### config.mk
export PLATFORM = sky130hd
export DESIGN_NAME = motor3_gate_monitor
export DESIGN_NICKNAME = d
export VERILOG_FILES = /design/src/rtl/motor3_pkg.sv /design/src/rtl/motor3_phase_monitor.sv /design/src/rtl/motor3_gate_monitor.sv
export SDC_FILE = /design/constraint.sdc
export NUM_CORES = 1
export LEC_CHECK = 0
export BUFFER_PORTS_ARGS = -buffer_cell sky130_fd_sc_hd__buf_2
export CORE_MARGIN = 3
export CORE_UTILIZATION = 30
export CTS_BUF_LIST = sky130_fd_sc_hd__clkbuf_16
export CTS_CLUSTER_SIZE = 16
export DETAILED_ROUTE_END_ITERATION = 7
export PLACE_DENSITY = 0.59
export SYNTH_ARGS = -nofsm -noshare
export SYNTH_HDL_FRONTEND = slang
export SYNTH_SLANG_ARGS = --single-unit
### constraint.sdc
create_clock -name clkI -period 2.45 [get_ports clkI]
set_input_delay 0.735 -clock clkI [delete_from_list [all_inputs] [get_ports clkI]]
set_output_delay 0.735 -clock clkI [all_outputs]
set_load 0.1 [all_outputs]
### src/rtl/motor3_pkg.sv
// Shared definitions for the three-phase gate-drive monitor: phase state
// encoding, default dead time and small decode helpers.
package motor3_pkg;

  localparam int DEAD_CYC_DEF = 2;
  localparam int CNT_W_DEF    = 16;

  // Encoding is {H, ~nL}, so the decode is a plain bit concatenation
  localparam logic [1:0] OFF     = 2'd0;
  localparam logic [1:0] DOWN    = 2'd1;
  localparam logic [1:0] UP      = 2'd2;
  localparam logic [1:0] ILLEGAL = 2'd3;

  function automatic logic [1:0] decodeState(input logic hin, input logic nLin);
    return {hin, ~nLin};
  endfunction

  function automatic logic isDriveState(input logic [1:0] st);
    return (st == DOWN) || (st == UP);
  endfunction

  function automatic logic [1:0] oppositeDrive(input logic [1:0] st);
    logic [1:0] opp;
    opp = OFF;
    if (st == DOWN) opp = UP;
    else if (st == UP) opp = DOWN;
    return opp;
  endfunction

endpackage

### src/rtl/motor3_phase_monitor.sv
// One phase of the gate monitor: captures the H/nL command pair, tracks dead
// time since the last drive, and raises sticky shoot-through / dead-time flags.
//
//   state   | meaning
//   OFF     | both switches off (H=0, nL=1)
//   DOWN    | low side on (H=0, nL=0)
//   UP      | high side on (H=1, nL=1)
//   ILLEGAL | both sides on (H=1, nL=0), shoot-through
module motor3_phase_monitor
  import motor3_pkg::*;
#(
  parameter int DEAD_CYC = DEAD_CYC_DEF
) (
  input  logic       clkI,
  input  logic       nRstI,
  input  logic       hinI,
  input  logic       nLinI,
  input  logic       clrFaultI,
  output logic [1:0] stateO,
  output logic       shootThruO,
  output logic       deadTimeErrO,
  output logic       entryO
);

  localparam int OFF_W = (DEAD_CYC < 1) ? 1 : $clog2(DEAD_CYC + 1);
  localparam logic [OFF_W-1:0] DEAD_MAX = OFF_W'(DEAD_CYC);

  logic             capH;
  logic             capNL;
  logic [1:0]       curState;
  logic [1:0]       prevState;
  logic [1:0]       lastDrv;
  logic [OFF_W-1:0] offCnt;
  logic             shootThru;
  logic             deadTimeErr;
  logic             isDrive;
  logic             entry;
  logic             violation;

  assign curState = decodeState(capH, capNL);
  assign isDrive  = isDriveState(curState);
  assign entry    = isDrive && (curState != prevState);

  // lastDrv is OFF after reset, so the first drive can never match the opposite
  assign violation = entry && (lastDrv == oppositeDrive(curState)) && (offCnt < DEAD_MAX);

  always_ff @(posedge clkI) begin
    if (!nRstI) begin
      capH        <= 1'b0;
      capNL       <= 1'b1;
      prevState   <= OFF;
      lastDrv     <= OFF;
      offCnt      <= DEAD_MAX;
      shootThru   <= 1'b0;
      deadTimeErr <= 1'b0;
    end else begin
      capH      <= hinI;
      capNL     <= nLinI;
      prevState <= curState;

      // Illegal is not off: it restarts the dead-time window like a drive
      if (curState == OFF) begin
        if (offCnt < DEAD_MAX) offCnt <= offCnt + OFF_W'(1);
      end else begin
        offCnt <= '0;
      end

      if (isDrive) lastDrv <= curState;

      shootThru   <= (shootThru & ~clrFaultI) | (curState == ILLEGAL);
      deadTimeErr <= (deadTimeErr & ~clrFaultI) | violation;
    end
  end

  assign stateO       = curState;
  assign shootThruO   = shootThru;
  assign deadTimeErrO = deadTimeErr;
  assign entryO       = entry;

endmodule

### src/rtl/motor3_gate_monitor.sv
// Three-phase gate-drive monitor: per-phase state decode and fault flags,
// plus a shared counter of drive-state entries across all phases.
module motor3_gate_monitor
  import motor3_pkg::*;
#(
  parameter int DEAD_CYC = DEAD_CYC_DEF,
  parameter int CNT_W    = CNT_W_DEF
) (
  input  logic             clkI,
  input  logic             nRstI,
  input  logic             aHinI,
  input  logic             bHinI,
  input  logic             cHinI,
  input  logic             aNLinI,
  input  logic             bNLinI,
  input  logic             cNLinI,
  input  logic             clrFaultI,
  output logic [1:0]       aStateO,
  output logic [1:0]       bStateO,
  output logic [1:0]       cStateO,
  output logic [2:0]       shootThruO,
  output logic [2:0]       deadTimeErrO,
  output logic             faultO,
  output logic [CNT_W-1:0] stepCntO
);

  logic [2:0]       entry;
  logic [1:0]       stepInc;
  logic [CNT_W-1:0] stepCnt;

  motor3_phase_monitor #(.DEAD_CYC(DEAD_CYC)) uPhaseA (
    .clkI        (clkI),
    .nRstI       (nRstI),
    .hinI        (aHinI),
    .nLinI       (aNLinI),
    .clrFaultI   (clrFaultI),
    .stateO      (aStateO),
    .shootThruO  (shootThruO[0]),
    .deadTimeErrO(deadTimeErrO[0]),
    .entryO      (entry[0])
  );

  motor3_phase_monitor #(.DEAD_CYC(DEAD_CYC)) uPhaseB (
    .clkI        (clkI),
    .nRstI       (nRstI),
    .hinI        (bHinI),
    .nLinI       (bNLinI),
    .clrFaultI   (clrFaultI),
    .stateO      (bStateO),
    .shootThruO  (shootThruO[1]),
    .deadTimeErrO(deadTimeErrO[1]),
    .entryO      (entry[1])
  );

  motor3_phase_monitor #(.DEAD_CYC(DEAD_CYC)) uPhaseC (
    .clkI        (clkI),
    .nRstI       (nRstI),
    .hinI        (cHinI),
    .nLinI       (cNLinI),
    .clrFaultI   (clrFaultI),
    .stateO      (cStateO),
    .shootThruO  (shootThruO[2]),
    .deadTimeErrO(deadTimeErrO[2]),
    .entryO      (entry[2])
  );

  assign stepInc = 2'(entry[0]) + 2'(entry[1]) + 2'(entry[2]);

  // Free-running wrap is intended; the count is a commutation odometer
  always_ff @(posedge clkI) begin
    if (!nRstI) stepCnt <= '0;
    else        stepCnt <= stepCnt + CNT_W'(stepInc);
  end

  assign stepCntO = stepCnt;
  assign faultO   = |{shootThruO, deadTimeErrO};

endmodule

Word-level counts from Yosys, hierarchy flattened --
Cells that the tools add are included.
Cells by class: add/sub/neg operators 6, multiply operators 0, div/mod/pow operators 0, order comparisons 3, equality and inequality tests 18, shift-type cells 0, mux-type cells 12, bitwise logic cells 16, reductions and logical operators 19
Operators by type and width (count):
- 2-to-1 mux 2 bit | 9
- adder 16 x 2 -> 16 bit | 1
- == test 2 bit (second input constant) | 6
- logical AND 1 bit | 9
- adder 2 x 1 -> 2 bit (second input constant) | 3
- bitwise AND 1 bit | 6
- == test 2 x 1 -> 1 bit (second input constant) | 3
- == test 2 bit | 3
- zero test 2 bit | 3
- less-than comparator 2 bit (second input constant) | 3
- inequality test 2 x 1 -> 1 bit (second input constant) | 3
- inequality test 2 bit | 3
- OR 1 bit | 6
- AND reduction 2 bit | 3
- OR reduction 6 bit | 1
- NOT 1 bit | 4
- logical OR 1 bit | 3
- 2-to-1 mux 1 bit | 3
- adder 1 x 1 -> 2 bit | 1
- adder 2 x 1 -> 2 bit | 1
Word-level totals: bits in registers 46, latch bits 0, memory bits (writable) 0, ROM bits 0, input bits 9, logic and storage cells 99, memories kept 0

Longest topological paths before layout --
word-level depth 8, depth in mapped cells 11, depth with buffers taken out 10

By module --
From an unflattened synthesis, not the netlist that was laid out.
Second synthesis, totals: cells, all modules 208, area total of the unflattened synthesis 2128.3 sq um
Modules (own cells, without submodules):
- motor3_phase_monitor | instances 3, cells an instance 41, area each 434.2 sq um
- motor3_gate_monitor | instances 1, cells an instance 85, area each 825.8 sq um

Least setup slack after synthesis --
OpenSTA, ideal clock, no wires.
kind reg2reg, start register uPhaseA.capNL, end register stepCnt[8] (netlist: stepCntO[8]), setup time 0.128 ns, arrival time 3.137 ns, setup slack -0.814 ns, stages on the path, launching flop included 12, buffers on the path 1, path through dfxtp_1 inv_1 ha_1 a21o_1 fa_1 inv_1 ha_1 fa_1 clkbuf_1 nand4_1 xor2_1 nor2_1
Between the ends: longest elaborated chain between the ends 7, elaborated cells on any way between the ends 9, classes of those cells 3 x add/sub; 3 x eq/ne; 1 x bitwise; 2 x reduce/logical
Ends and longest elaborated chain:
- start, declared | line motor3_phase_monitor.sv:29 | logic capNL;
- start signal, assigned | line motor3_phase_monitor.sv:58 | capNL <= nLinI;
- NOT 1 bit (*) | line motor3_pkg.sv:15 | return {hin, ~nLin};
- via aStateO[0] | line motor3_gate_monitor.sv:18 | output logic [1:0] aStateO,
- == test 2 x 1 -> 1 bit / == test 2 bit (equally long branches) | line motor3_pkg.sv:19 | return (st == DOWN) || (st == UP);
- logical OR 1 bit | line motor3_pkg.sv:19
- logical AND 1 bit (*) | line motor3_phase_monitor.sv:42 | assign entry = isDrive && (curState != prevState);
- adder 1 x 1 -> 2 bit (*) | line motor3_gate_monitor.sv:67 | assign stepInc = 2'(entry[0]) + 2'(entry[1]) + 2'(entry[2]);
- adder 2 x 1 -> 2 bit (*) | line motor3_gate_monitor.sv:67
- adder 16 x 2 -> 16 bit (*) | line motor3_gate_monitor.sv:72 | else stepCnt <= stepCnt + CNT_W'(stepInc);
- end signal, assigned | line motor3_gate_monitor.sv:72
- end, declared | line motor3_gate_monitor.sv:29 | logic [CNT_W-1:0] stepCnt;
The timed path passes the listed nets; every way through them passes the cells marked *. A chain may end at the register's enable or synchronous reset.

Worst setup path in the final report --
start register uPhaseA.capNL, end register stepCnt[12] (netlist: stepCntO[12])
Between the ends: longest elaborated chain between the ends 7, elaborated cells on any way between the ends 9, classes of those cells 3 x add/sub; 3 x eq/ne; 1 x bitwise; 2 x reduce/logical
Ends and longest elaborated chain (line):
- NOT 1 bit (*) | motor3_pkg.sv:15
- == test 2 x 1 -> 1 bit / == test 2 bit (equally long branches) | motor3_pkg.sv:19
- logical OR 1 bit | motor3_pkg.sv:19
- logical AND 1 bit (*) | motor3_phase_monitor.sv:42
- adder 1 x 1 -> 2 bit (*) | motor3_gate_monitor.sv:67
- adder 2 x 1 -> 2 bit (*) | motor3_gate_monitor.sv:67
- adder 16 x 2 -> 16 bit (*) | motor3_gate_monitor.sv:72
Every way passes the cells marked *; elsewhere a longest branch is shown, timed or not.

==> summary.txt <==
Run status
  – Status: finished, violations left
  – Failing checks: negative setup slack

Floorplan
  – Row cnt: 29
  – Initial Utilization: 0.313
  – Die height: 87.9 um
  – Total die area: around 7700 um2
  – Boundary Pins: 38
  – Die W: 87.9 um
  – Core area: between 6000 and 7000 um2

Placement
  – Port Buf Inserts: 37
  – Routability cong.: 0.738
  – HPWL after detailed placement: 2.93 mm

STA
  – Final-report hold violation count: 0
  – Hold slack: 0.480 ns
  – Slew of the pin with the lowest slew margin: ~0.51 ns
  – Slew margin rel.: 0.665
  – Worst setup margin: -0.0155 ns
  – Fmax: 406 MHz
  – Period minus WS final: 2.47 ns
  – Unrepaired setup endpoints after global routing: true
  – Clock skew: about 0.0044 ns
  – Final setup violation count: 2
  – Final Max Slew Viols: 0
  – Tcrit/Tclk final: 1.01

GRT
  – First-pass GRT wire length: between 6 and 7 mm
  – Antenna violations before repair: 0
  – Gr ovfl total: 0
  – GR Util All Layers: 0.113
  – Largest net degree at the start of global routing: 27
  – Vias in the first global route: 1462

Worst hold path
  – Hold Crit Class: reg2reg

CTS
  – CTS tree: yes
  – Clock slew at reported path FFs: 0.06 ns
  – # clock sinks: 46
  – Cts bufs inserted: 5
  – Clk Tree Root Cell: clkbuf_16
  – Clk_lat worst skew: ~0.28 ns
  – Post-CTS Hold Buffers: 0
  – H-tree lvl count: 2
  – Clock tree buffer depth: 2

Power and ir drop
  – P per Cell Area: between 700 and 800 nW/um2
  – Pleak: 1.21 nW
  – Peak supply drop: slightly above 0.0004 V

Critical path
  – Crit path cell chain: clkinvlp_4 > ha_4 > a21o_1 > fa_1 > inv_1 > ha_2 > fa_2 > nand4_1 > xor2_1 > nor2_1
  – Register-to-register setup slack: -0.02 ns
  – Critical path peak fanout: 7
  – CP Capture Type: flip-flop
  – Crit path DAT: approximately 2.6 ns
  – Worst Setup Path Type: reg2reg
  – CP required: around 2.6 ns
  – Slowest CP cell: fa_1
  – Startpoint Class: flip-flop
  – Worst path max stage delay: 0.50 ns

Drt
  – Total wire length: 3.96 mm
  – Avg WL per Cell: 11.7 um
  – Post-DRT Antenna Nets: 0
  – DRC: 0
  – Wire length on met1: around 1.9 mm
  – Max layer used: met4
  – DRT iter0 DRCs: 46
  – Vias after detailed routing: 1508
  – Via-to-Cell Ratio: roughly 4.5
  – Met3 wire length: between 150 and 200 um
  – WL met2: 1.80 mm
  – Drt pass-1 iters: 4

Flow run
  – Number of max-cap violations: 0

Logic synthesis
  – Mapped cell area: between 2000 and 2500 um2
  – Syn avg cell area: 9.49 um2
  – Cells after Synth: between 200 and 250
  – Flops & latches, synth: 46
  – Yosys warns: 0
  – Count of cell types in the netlist: 26
  – Register area share after synthesis: 0.458
  – Post-synth net total: 237

Final layout
  – FF+latch area: 928 um2
  – Filler Cell Count: 649
  – Share of cells above drive strength 1: 0.284
  – Area Growth Syn to Fin: 26.1%
  – Final core utilization: 0.395
  – Final nets: 285
  – Max reg flops: 16
  – Multi-input logic area: 998 um2
  – Number of diodes: 0
[synthesized netlist by cell type]
| cell type | number | area (um2) |
|---|---|---|
| a21oi_1 | 11 | 55.1 |
| buf_4 | 10 | 75.1 |
| nand2_1 | 10 | 37.5 |
| nand4_2 | 1 | 12.5 |
| mux2i_1 | 3 | 30.0 |
| and3_1 | 5 | 31.3 |
| and4_1 | 2 | 17.5 |
| or4_1 | 2 | 15.0 |
| nand4_1 | 4 | 25.0 |
| nand2b_1 | 3 | 18.8 |
| nor3_1 | 1 | 5.00 |
| a22oi_1 | 1 | 7.51 |
| or3_1 | 2 | 12.5 |
| ha_1 | 14 | 175 |
| fa_1 | 2 | 40.0 |
| o21ai_0 | 5 | 25.0 |
| nand3_1 | 5 | 25.0 |
| clkbuf_1 | 5 | 18.8 |
| dfxtp_1 | 46 | 921 |
| nor2_1 | 32 | 120 |
| a21o_1 | 3 | 22.5 |
| xnor2_1 | 7 | 61.3 |
| inv_1 | 11 | 41.3 |
| xor2_1 | 20 | 175 |
| nor4_1 | 1 | 6.26 |
| and2_1 | 6 | 37.5 |
[worst max-delay path: cells and delay by family (launching register included)]
family	cells	cell delay (ns)
buffers and inverters	2	0.15
and+or+nand+nor	2	0.19
adders and majority gates	4	1.32
DFF	1	0.35
AOI/OAI and AO/OA	1	0.18
xor gates and xnor gates	1	0.16
[placed cells by master, fill, tap and decap left out, types with 2 or more instances in the layout]
cell / n
ha_1: 11
nand3_1: 4
nor2_1: 32
nand2_1: 10
inv_1: 9
dfxtp_4: 2
ha_4: 2
dfxtp_1: 44
xor2_1: 20
and3_1: 5
mux2i_1: 3
nand4_1: 4
buf_4: 19
and4_1: 2
or4_1: 2
o21ai_0: 5
and2_1: 6
a21o_1: 3
clkbuf_16: 5
buf_2: 37
clkinvlp_4: 2
a21oi_1: 11
or3_1: 2
xnor2_1: 6
nand2b_1: 3
[path summary, 6_finish.rpt]
check	startpoint	endpoint	cells past startpoint
worst max-delay path	uPhaseA.capNL	stepCntO[12]	10
worst max register to register	uPhaseA.capNL	stepCntO[12]	10
worst min register to register	uPhaseA.deadTimeErrO	uPhaseA.deadTimeErrO	2
worst min-delay path	uPhaseA.deadTimeErrO	uPhaseA.deadTimeErrO	2
[power breakdown]
part | switching (W) | internal, W
Clock | 0.000273 | 0.000369
Sequential | 0.0000309 | 0.000786
Combinational | 0.000281 | 0.000117
Total | 0.000585 | 0.00127
[cell families (layout without fill, tap and decap cells)]
logic type	Yosys count	in the layout	synth area share
and+or+nand+nor	74	74	0.181
DFF	46	46	0.458
xor gates and xnor gates	27	27	0.118
buffers and inverters	26	75	0.0672
AOI/OAI and AO/OA	20	20	0.0547
adders and majority gates	16	16	0.107
muxes	3	3	0.0149
[metrics by stage]
| stage | power, W | setup slack [ns] | TNS (ns) | area, um2 | std cells |
|---|---|---|---|---|---|
| after floorplan | 0.00114 | -0.557 | -6.26 | 2070 | 212 |
| after global placement | 0.00122 | 0.0281 | 0 | 2360 | 326 |
| after detailed placement | 0.00122 | -0.0409 | -0.0559 | 2360 | 326 |
| after CTS | 0.00188 | -0.0424 | -0.117 | 2510 | 336 |
| after global routing | 0.00196 | -0.127 | -0.647 | 2540 | 338 |
| final | 0.00186 | -0.0155 | -0.0195 | 2540 | 338 |
[cell type report]
| type | instances | share of cell area |
|---|---|---|
| sequential | 46 | 0.366 |
| clock buffer | 5 | 0.0493 |
| multi-input combinational | 140 | 0.393 |
| clock inverter | 3 | 0.00493 |
| tap | 77 | 0.0380 |
| timing repair buffer | 56 | 0.129 |
| inverter | 11 | 0.0192 |
[layer usage]
layer  GRT usage  vias up
met5           0        -
met4      0.0544        0
met3      0.0320        7
met2       0.182       30
met1       0.141      695
li1            -      776
[what timing repair did]
item                       4_1_cts  5_1_grt
gates resized for setup          1        2
cloned                           0        0
setup buffers                    2        2
pin swaps                        4        3
setup endpoints to repair        4       13
No activity file was read; power rests on OpenSTA's default activity.
